===== config.mk =====
export PLATFORM = sky130hd
export DESIGN_NAME = sys_array_result_scanner
export DESIGN_NICKNAME = d
export VERILOG_FILES = /design/src/rtl/sys_array_pkg.sv /design/src/rtl/sys_array_result_scanner_rise_detect.sv /design/src/rtl/sys_array_result_scanner.sv
export SDC_FILE = /design/constraint.sdc
export NUM_CORES = 1
export LEC_CHECK = 0
export BUFFER_PORTS_ARGS = -buffer_cell sky130_fd_sc_hd__buf_2
export CORE_MARGIN = 8
export CORE_UTILIZATION = 59
export DETAILED_ROUTE_END_ITERATION = 7
export GPL_TIMING_DRIVEN = 0
export PLACE_DENSITY = 0.89
export SLEW_MARGIN = 20
export SYNTH_ARGS = -nofsm -noshare
export SYNTH_HDL_FRONTEND = slang
export SYNTH_SLANG_ARGS = --single-unit
export TNS_END_PERCENT = 1

===== constraint.sdc =====
create_clock -name clk -period 4.6 [get_ports clk]
set_input_delay 0.92 -clock clk [delete_from_list [all_inputs] [get_ports clk]]
set_output_delay 0.92 -clock clk [all_outputs]
set_load 0.03 [all_outputs]

===== src/rtl/sys_array_pkg.sv =====
// Shared types and helpers for the systolic-array result scanner.
//   state_e    : scan FSM encoding (IDLE, SCAN, DONE)
//   clog2_min1 : $clog2 clamped to at least 1, for index widths
package sys_array_pkg;

  typedef enum logic [1:0] {
    IDLE = 2'd0,
    SCAN = 2'd1,
    DONE = 2'd2
  } state_e;

  function automatic int clog2_min1(input int n);
    int w;
    w = $clog2(n);
    return (w < 1) ? 1 : w;
  endfunction

endpackage


===== src/rtl/sys_array_result_scanner_rise_detect.sv =====
// Registered-history rising-edge detector.
//   clk, reset_n : clock, synchronous active-low reset (history cleared)
//   d            : level input
//   rise         : d & ~d_q, combinational, high for the cycle d first reads 1
// Because reset clears the history, a level already high when reset is
// released is reported as a rise on the first edge out of reset.
module rise_detect (
  input  logic clk,
  input  logic reset_n,
  input  logic d,
  output logic rise
);

  logic d_q;
  logic d_d;

  always_comb begin
    d_d = d;
  end

  always_ff @(posedge clk) begin
    if (!reset_n) d_q <= 1'b0;
    else          d_q <= d_d;
  end

  assign rise = d & ~d_q;

endmodule


===== src/rtl/sys_array_result_scanner.sv =====
// Snapshots the fetcher's ARRAY_W x ARRAY_W result matrix on a rising edge
// of ready, then walks it row-major, one element per step_tick.
//   clk, reset_n : clock, synchronous active-low reset
//   ready        : fetcher result-valid level; a rise captures result_in
//   result_in    : fetcher result matrix, read only on the capture edge
//   step_tick    : advance strobe
//   hold         : freeze scan position (ticks during hold are dropped)
//   loop_mode    : 1 wrap after the last element, 0 stop in DONE
//   value_out    : current snapshot element (0 when not scanning)
//   row_idx      : current row
//   col_idx      : current column
//   valid_out    : high while scanning
//   pass_done    : one-cycle pulse after stepping off the last element
module sys_array_result_scanner
  import sys_array_pkg::*;
#(
  parameter int DATA_WIDTH = 8,
  parameter int ARRAY_W    = 5,
  localparam int IDX_W     = clog2_min1(ARRAY_W)
) (
  input  logic                                                   clk,
  input  logic                                                   reset_n,
  input  logic                                                   ready,
  input  logic [0:ARRAY_W-1][0:ARRAY_W-1][2*DATA_WIDTH-1:0]      result_in,
  input  logic                                                   step_tick,
  input  logic                                                   hold,
  input  logic                                                   loop_mode,
  output logic [2*DATA_WIDTH-1:0]                                value_out,
  output logic [IDX_W-1:0]                                       row_idx,
  output logic [IDX_W-1:0]                                       col_idx,
  output logic                                                   valid_out,
  output logic                                                   pass_done
);

  localparam logic [IDX_W-1:0] LAST = IDX_W'(ARRAY_W - 1);

  logic rise;

  state_e                                              state_q, state_d;
  logic [IDX_W-1:0]                                    row_q, row_d;
  logic [IDX_W-1:0]                                    col_q, col_d;
  logic [0:ARRAY_W-1][0:ARRAY_W-1][2*DATA_WIDTH-1:0]   buf_q, buf_d;
  logic                                                pass_done_q, pass_done_d;

  rise_detect u_ready_rise (
    .clk    (clk),
    .reset_n(reset_n),
    .d      (ready),
    .rise   (rise)
  );

  always_comb begin
    state_d     = state_q;
    row_d       = row_q;
    col_d       = col_q;
    buf_d       = buf_q;
    pass_done_d = 1'b0;

    // Capture has priority over everything else, from any state.
    if (rise) begin
      buf_d   = result_in;
      row_d   = '0;
      col_d   = '0;
      state_d = SCAN;
    end else if (state_q == SCAN && step_tick && !hold) begin
      if (col_q != LAST) begin
        col_d = col_q + IDX_W'(1);
      end else if (row_q != LAST) begin
        col_d = '0;
        row_d = row_q + IDX_W'(1);
      end else begin
        pass_done_d = 1'b1;
        row_d       = '0;
        col_d       = '0;
        state_d     = loop_mode ? SCAN : DONE;
      end
    end
  end

  always_ff @(posedge clk) begin
    if (!reset_n) begin
      state_q     <= IDLE;
      row_q       <= '0;
      col_q       <= '0;
      buf_q       <= '0;
      pass_done_q <= 1'b0;
    end else begin
      state_q     <= state_d;
      row_q       <= row_d;
      col_q       <= col_d;
      buf_q       <= buf_d;
      pass_done_q <= pass_done_d;
    end
  end

  assign valid_out = (state_q == SCAN);
  assign value_out = valid_out ? buf_q[row_q][col_q] : '0;
  assign row_idx   = row_q;
  assign col_idx   = col_q;
  assign pass_done = pass_done_q;

endmodule


== Word-level counts from Yosys, hierarchy flattened ==
Cells that the tools add are included.
Word-level totals
  register bits: 410
  input port bits: 406
  output and inout bits: 24
  logic and storage cells: 72
Operators by class
  $lt $le $gt $ge: 2
  $add $sub $neg: 2
  equal/unequal tests: 5
  reductions and logical operators: 9
  mux-type cells: 15
  bitwise operators: 8
Operator list (number)
  $bmux W80 S3: 1
  $mux W80: 2
  $bmux W16 S3: 1
  $mux W16: 3
  $ge A4 B4 Y1 const B: 2
  $not A3 Y4: 2
  $add A3 B1 Y3 const B: 2
  $mux W3: 2
  $ne A3 B3 Y1 const B: 2
  $reduce_and A3 Y1: 2
  $mux W1: 5
  $not A1 Y1: 5
  $ne A2 B2 Y1 const B: 2
  $reduce_or A4 Y1: 1
  $eq A2 B1 Y1 const B: 1
  $logic_and A1 B1 Y1: 2
  $mux W2: 1
  $reduce_and A2 Y1: 1
  $reduce_bool A2 Y1: 1
  $reduce_or A2 Y1: 1
  $and A1 B1 Y1: 1
  $logic_not A1 Y1: 1

== Longest topological paths before layout ==
  word-level depth: 8
  depth in mapped cells: 9
  gate-level depth less buffers: 5

== Hierarchy ==
Synthesis repeated with hierarchy kept, for this count alone.
Unflattened totals
  cell total of the unflattened synthesis: 1690
  area total of the unflattened synthesis: 18929.4 um2
By module, submodules not included
  sys_array_result_scanner: seq. area each 8187.9 um2, area each 18889.4 um2, instances 1, cells an instance 1687
  rise_detect: seq. area each 20.0 um2, area each 40.0 um2, instances 1, cells an instance 3

== Worst setup path after synthesis ==
No wires, ideal clock.
  path type: register -> output
  start point: reg row_q[0] (netlist: row_idx[0])
  end point: out value_out[15]
  path slack: 1642 ps
  stages on the path, launching flop included: 9
  path buffers: 4
  data required time: 3680 ps
  arrival: 2038 ps
  path through: dfxtp_1 -> buf_6 -> buf_6 -> buf_2 -> buf_4 -> nor3_1 -> o21ai_1 -> a21oi_1 -> o211ai_1
On the way
  word-level cells in the longest chain between the ends: 8
Ends and longest elaborated chain
  start: declaration: RTL line sys_array_result_scanner.sv:40  | logic [IDX_W-1:0] row_q, row_d;
  start signal: assignment: RTL line sys_array_result_scanner.sv:89  | row_q <= row_d;
  $not A3 Y4 (implied by the code): RTL line sys_array_result_scanner.sv:97  | assign value_out = valid_out ? buf_q[row_q][col_q] : '0;
  $bmux W80 S3: RTL line sys_array_result_scanner.sv:97
  $mux W80 (implied by the code) (2 in series): RTL line sys_array_result_scanner.sv:97
  $bmux W16 S3: RTL line sys_array_result_scanner.sv:97
  $mux W16 (implied by the code) (2 in series): RTL line sys_array_result_scanner.sv:97
  $mux W16: RTL line sys_array_result_scanner.sv:97
  end: declaration: RTL line sys_array_result_scanner.sv:28  | output logic [2*DATA_WIDTH-1:0] value_out,
No other way between the ends. The select of a mux whose other input is x is not followed.

== Worst setup path in the final report ==
  start point: reg col_q[0] (netlist: col_idx[0])
  end point: out value_out[10]
On the way
  word-level cells in the longest chain between the ends: 5
Ends and longest elaborated chain
  start: declaration: RTL line sys_array_result_scanner.sv:41  | logic [IDX_W-1:0] col_q, col_d;
  start signal: assignment: RTL line sys_array_result_scanner.sv:90  | col_q <= col_d;
  $not A3 Y4 (implied by the code): RTL line sys_array_result_scanner.sv:97
  $bmux W16 S3: RTL line sys_array_result_scanner.sv:97
  $mux W16 (implied by the code) (2 in series): RTL line sys_array_result_scanner.sv:97
  $mux W16: RTL line sys_array_result_scanner.sv:97
No other way between the ends. The select of a mux whose other input is x is not followed.

==> results.ini <==
[sta]
fin_tns_setup_ns = 0
max_freq_mhz = 238
hold_viol = 0
finalMaxSlewViolations = 0
period_minus_slack_ns = 4.21
slew_headroom = 0.277
fin_ws_ns = 0.392
skew_ns = 0.0205
fin_crit_sh = 0.915
rsz0062_at_grt = false
setup_viol = 0
worstMarginPinSlew_ns = 1.08
holdWs_ns = 0.453

[global_routing]
grt_pass1_vias = 18300
grt_max_degree = 14
antenna_found_initial = 7
overflow = 0
grt_use_total = 0.350
grt_pass1_wl_um = 103000

[synth]
synth_nets = 2536
synth_top_area_frac = 0.439
syn_inst = 2126
yosys-top-cells-count = nand2_1 (804), dfxtp_1 (410), a21boi_0 (368)
synth.yosys.seq_area_share = 0.439
synth_edf_count = 0
synthArstFlopShare = 0
yosys_warnings = 0
syn_area_per_cell_um2 = 8.80
ys_top_cells_by_area = dfxtp_1 (44%), nand2_1 (16%), a21boi_0 (15%), mux4_2 (6.5%), clkbuf_1 (2.7%)
synth_ff_type = dfxtp_1
ys_ff_latch = 410
synth.largest_area_cell = dfxtp_1
syn_area_um2 = 18700
synth_most_common_cell = nand2_1
synth.distinct_cells = 56

[critical_path]
slowest_delay_ns = 0.55
arrival_ns = 3.29
cp-end-kind = output pin
crit_path_cell_trace = buf_4 > buf_2 > mux4_2 > o22ai_1 > a211oi_1 > a211o_1 > buf_2
worst-path-stages = 7
path_common_cell = buf_2
start_kind = flip-flop
crit_fanout = 10
slowest_stage = dfxtp_1
reg2reg_depth = 9
cp_top_family = buffers and inverters
critPathRequiredTime_ns = 3.68
crit_type = flip-flop to output pin
crit_buf_inv = 3

[clock_tree]
cts.clk_slew.worst_paths_ns = 0.06
cts_buffer_depth = 3
cts_tree = yes
cts_root_buf = clkbuf_16
clkSinkCount = 410
htreeDepth = 2
post_cts_resized = 0
post_cts_buffers = 0
numCtsBuffers = 42
worst_skew_pair.late_latency_ns = 0.54
holdBufCountCts = 0

[finish]
design_area_um2 = 22700
nets = 3008
drive_gt1_frac = 0.247
final_cells = 3034
synthToLayoutAreaGrowth_pct = 21.4
fin_util = 0.723

[route]
wl_um = 68500
drtIter0Drc = 1647
top_layer_used = met4
wl_per_cell_um = 22.6
num_vias = 17800
ant_nets = 0
remaining_drc_errors = 0
wl_met1_um = 26300
via_per_inst = 5.88
wl_met2_um = 31200
met3_length_um = 7200
firstDrtPassIters = 6

[floorplan]
die_area_um2 = 37700
die_y_um = 194
initial_utilization = 0.596
ios = 430
fp.dieW_um = 194
fp-row-count = 65
core_um2 = 31400

[pwr]
p_switching_mw = 2.09
leakagePower_nw = 9.14
power_frac_comb = 0.115
p_total_mw = 8.12
p_int_mw = 6.03
sw_frac_of_total = 0.257
p_seq_frac = 0.475
p_per_area_nw_per_um2 = 358
clkPwrFrac = 0.409
irDropWorstVdd_v = 0.000266

[hold_path]
holdPathStages = 2
hp-class = flip-flop to flip-flop

[placed_design]
place_area_um2 = 21300
post-place-ws_ns = 1.09
place_congestion = 0.976
portBuffers = 428
dpl.hpwl_um = 53600
placedCellCount = 2956

[run]
cap_violations = 0

[outcome]
status = finished clean

-- registers in the layout (all words and copies together) (netlist names) --
name,cells
col_idx,3
u_ready_rise.d_q,1
pass_done,1
state_q,2
row_idx,3
buf_q,400
-- cell families (layout without fill, tap and decap cells) --
family / Yosys count / in the layout / synth area share
other: 0 / 5 / 0
adder cells (fa/ha/maj): 4 / 4 / 0.00268
AND/OR/NAND/NOR: 866 / 866 / 0.184
flip-flops: 410 / 410 / 0.439
XOR/XNOR: 2 / 2 / 0.000937
AO/OA/AOI/OAI: 538 / 538 / 0.222
buffers and inverters: 188 / 689 / 0.0455
multiplexers: 118 / 118 / 0.106
-- per-layer routing --
layer  vias to the layer above  GRT usage
li1                       8162          -
met1                      8410      0.438
met2                      1032      0.562
met3                       222     0.0764
met4                         0      0.179
met5                         -          0
-- power by group through the flow --
stage / clock [mW] / combinational [mW] / sequential, mW
2_1_floorplan: 0 / 0.506 / 3.89
3_3_place_gp: 0 / 0.887 / 3.92
3_5_place_dp: 0 / 0.912 / 3.93
4_1_cts: 3.31 / 0.919 / 3.86
5_1_grt: 3.47 / 1.01 / 3.88
6_report: 3.33 / 0.936 / 3.86
-- worst min-delay path: stages, from the launching register on --
cell,delay [ns]
dfxtp_1,0.31
nand2_1,0.05
a21boi_1,0.05
-- final timing paths --
kind	start	end	slack, ns
max	col_idx[0]	value_out[10]	0.39
min reg2reg	buf_q[371]	buf_q[371]	0.45
max reg2reg	row_idx[0]	row_idx[0]	2.09
min	buf_q[371]	buf_q[371]	0.45
-- placed cells by master (no fill, tap or decap), types with 5 or more instances in the layout --
master | synthesis | layout
nor3_1 | 7 | 7
a211oi_1 | 19 | 19
clkbuf_8 | 0 | 11
mux4_2 | 54 | 54
nor2_1 | 6 | 6
a21boi_0 | 368 | 368
o22ai_2 | 8 | 8
diode_2 | 0 | 5
mux4_1 | 6 | 6
clkbuf_16 | 0 | 43
nand2b_1 | 6 | 6
a22o_1 | 14 | 14
clkinv_2 | 0 | 8
dfxtp_1 | 410 | 410
mux2i_1 | 29 | 29
mux2_2 | 29 | 29
buf_6 | 6 | 6
buf_2 | 30 | 458
a211o_1 | 14 | 14
nand2_1 | 804 | 804
o22ai_1 | 8 | 8
o32ai_1 | 15 | 15
a21boi_1 | 47 | 47
a22oi_1 | 17 | 17
nor2b_1 | 17 | 17
buf_4 | 6 | 6
a21oi_1 | 6 | 6
a211oi_2 | 9 | 9
clkbuf_1 | 136 | 144
-- area by class of cell --
cell class                      instances  area, um^2
Antenna cell                            5        12.5
Buffer                                183         832
Clock buffer                           62        1260
Clock inverter                         11        81.3
Fill cell                            2441        8690
Inverter                                5        18.8
Multi-Input combinational cell       1528        9640
Sequential cell                       410        8210
Tap cell                              402         503
Timing Repair Buffer                  428        2140
No activity file was read; power rests on OpenSTA's default activity.
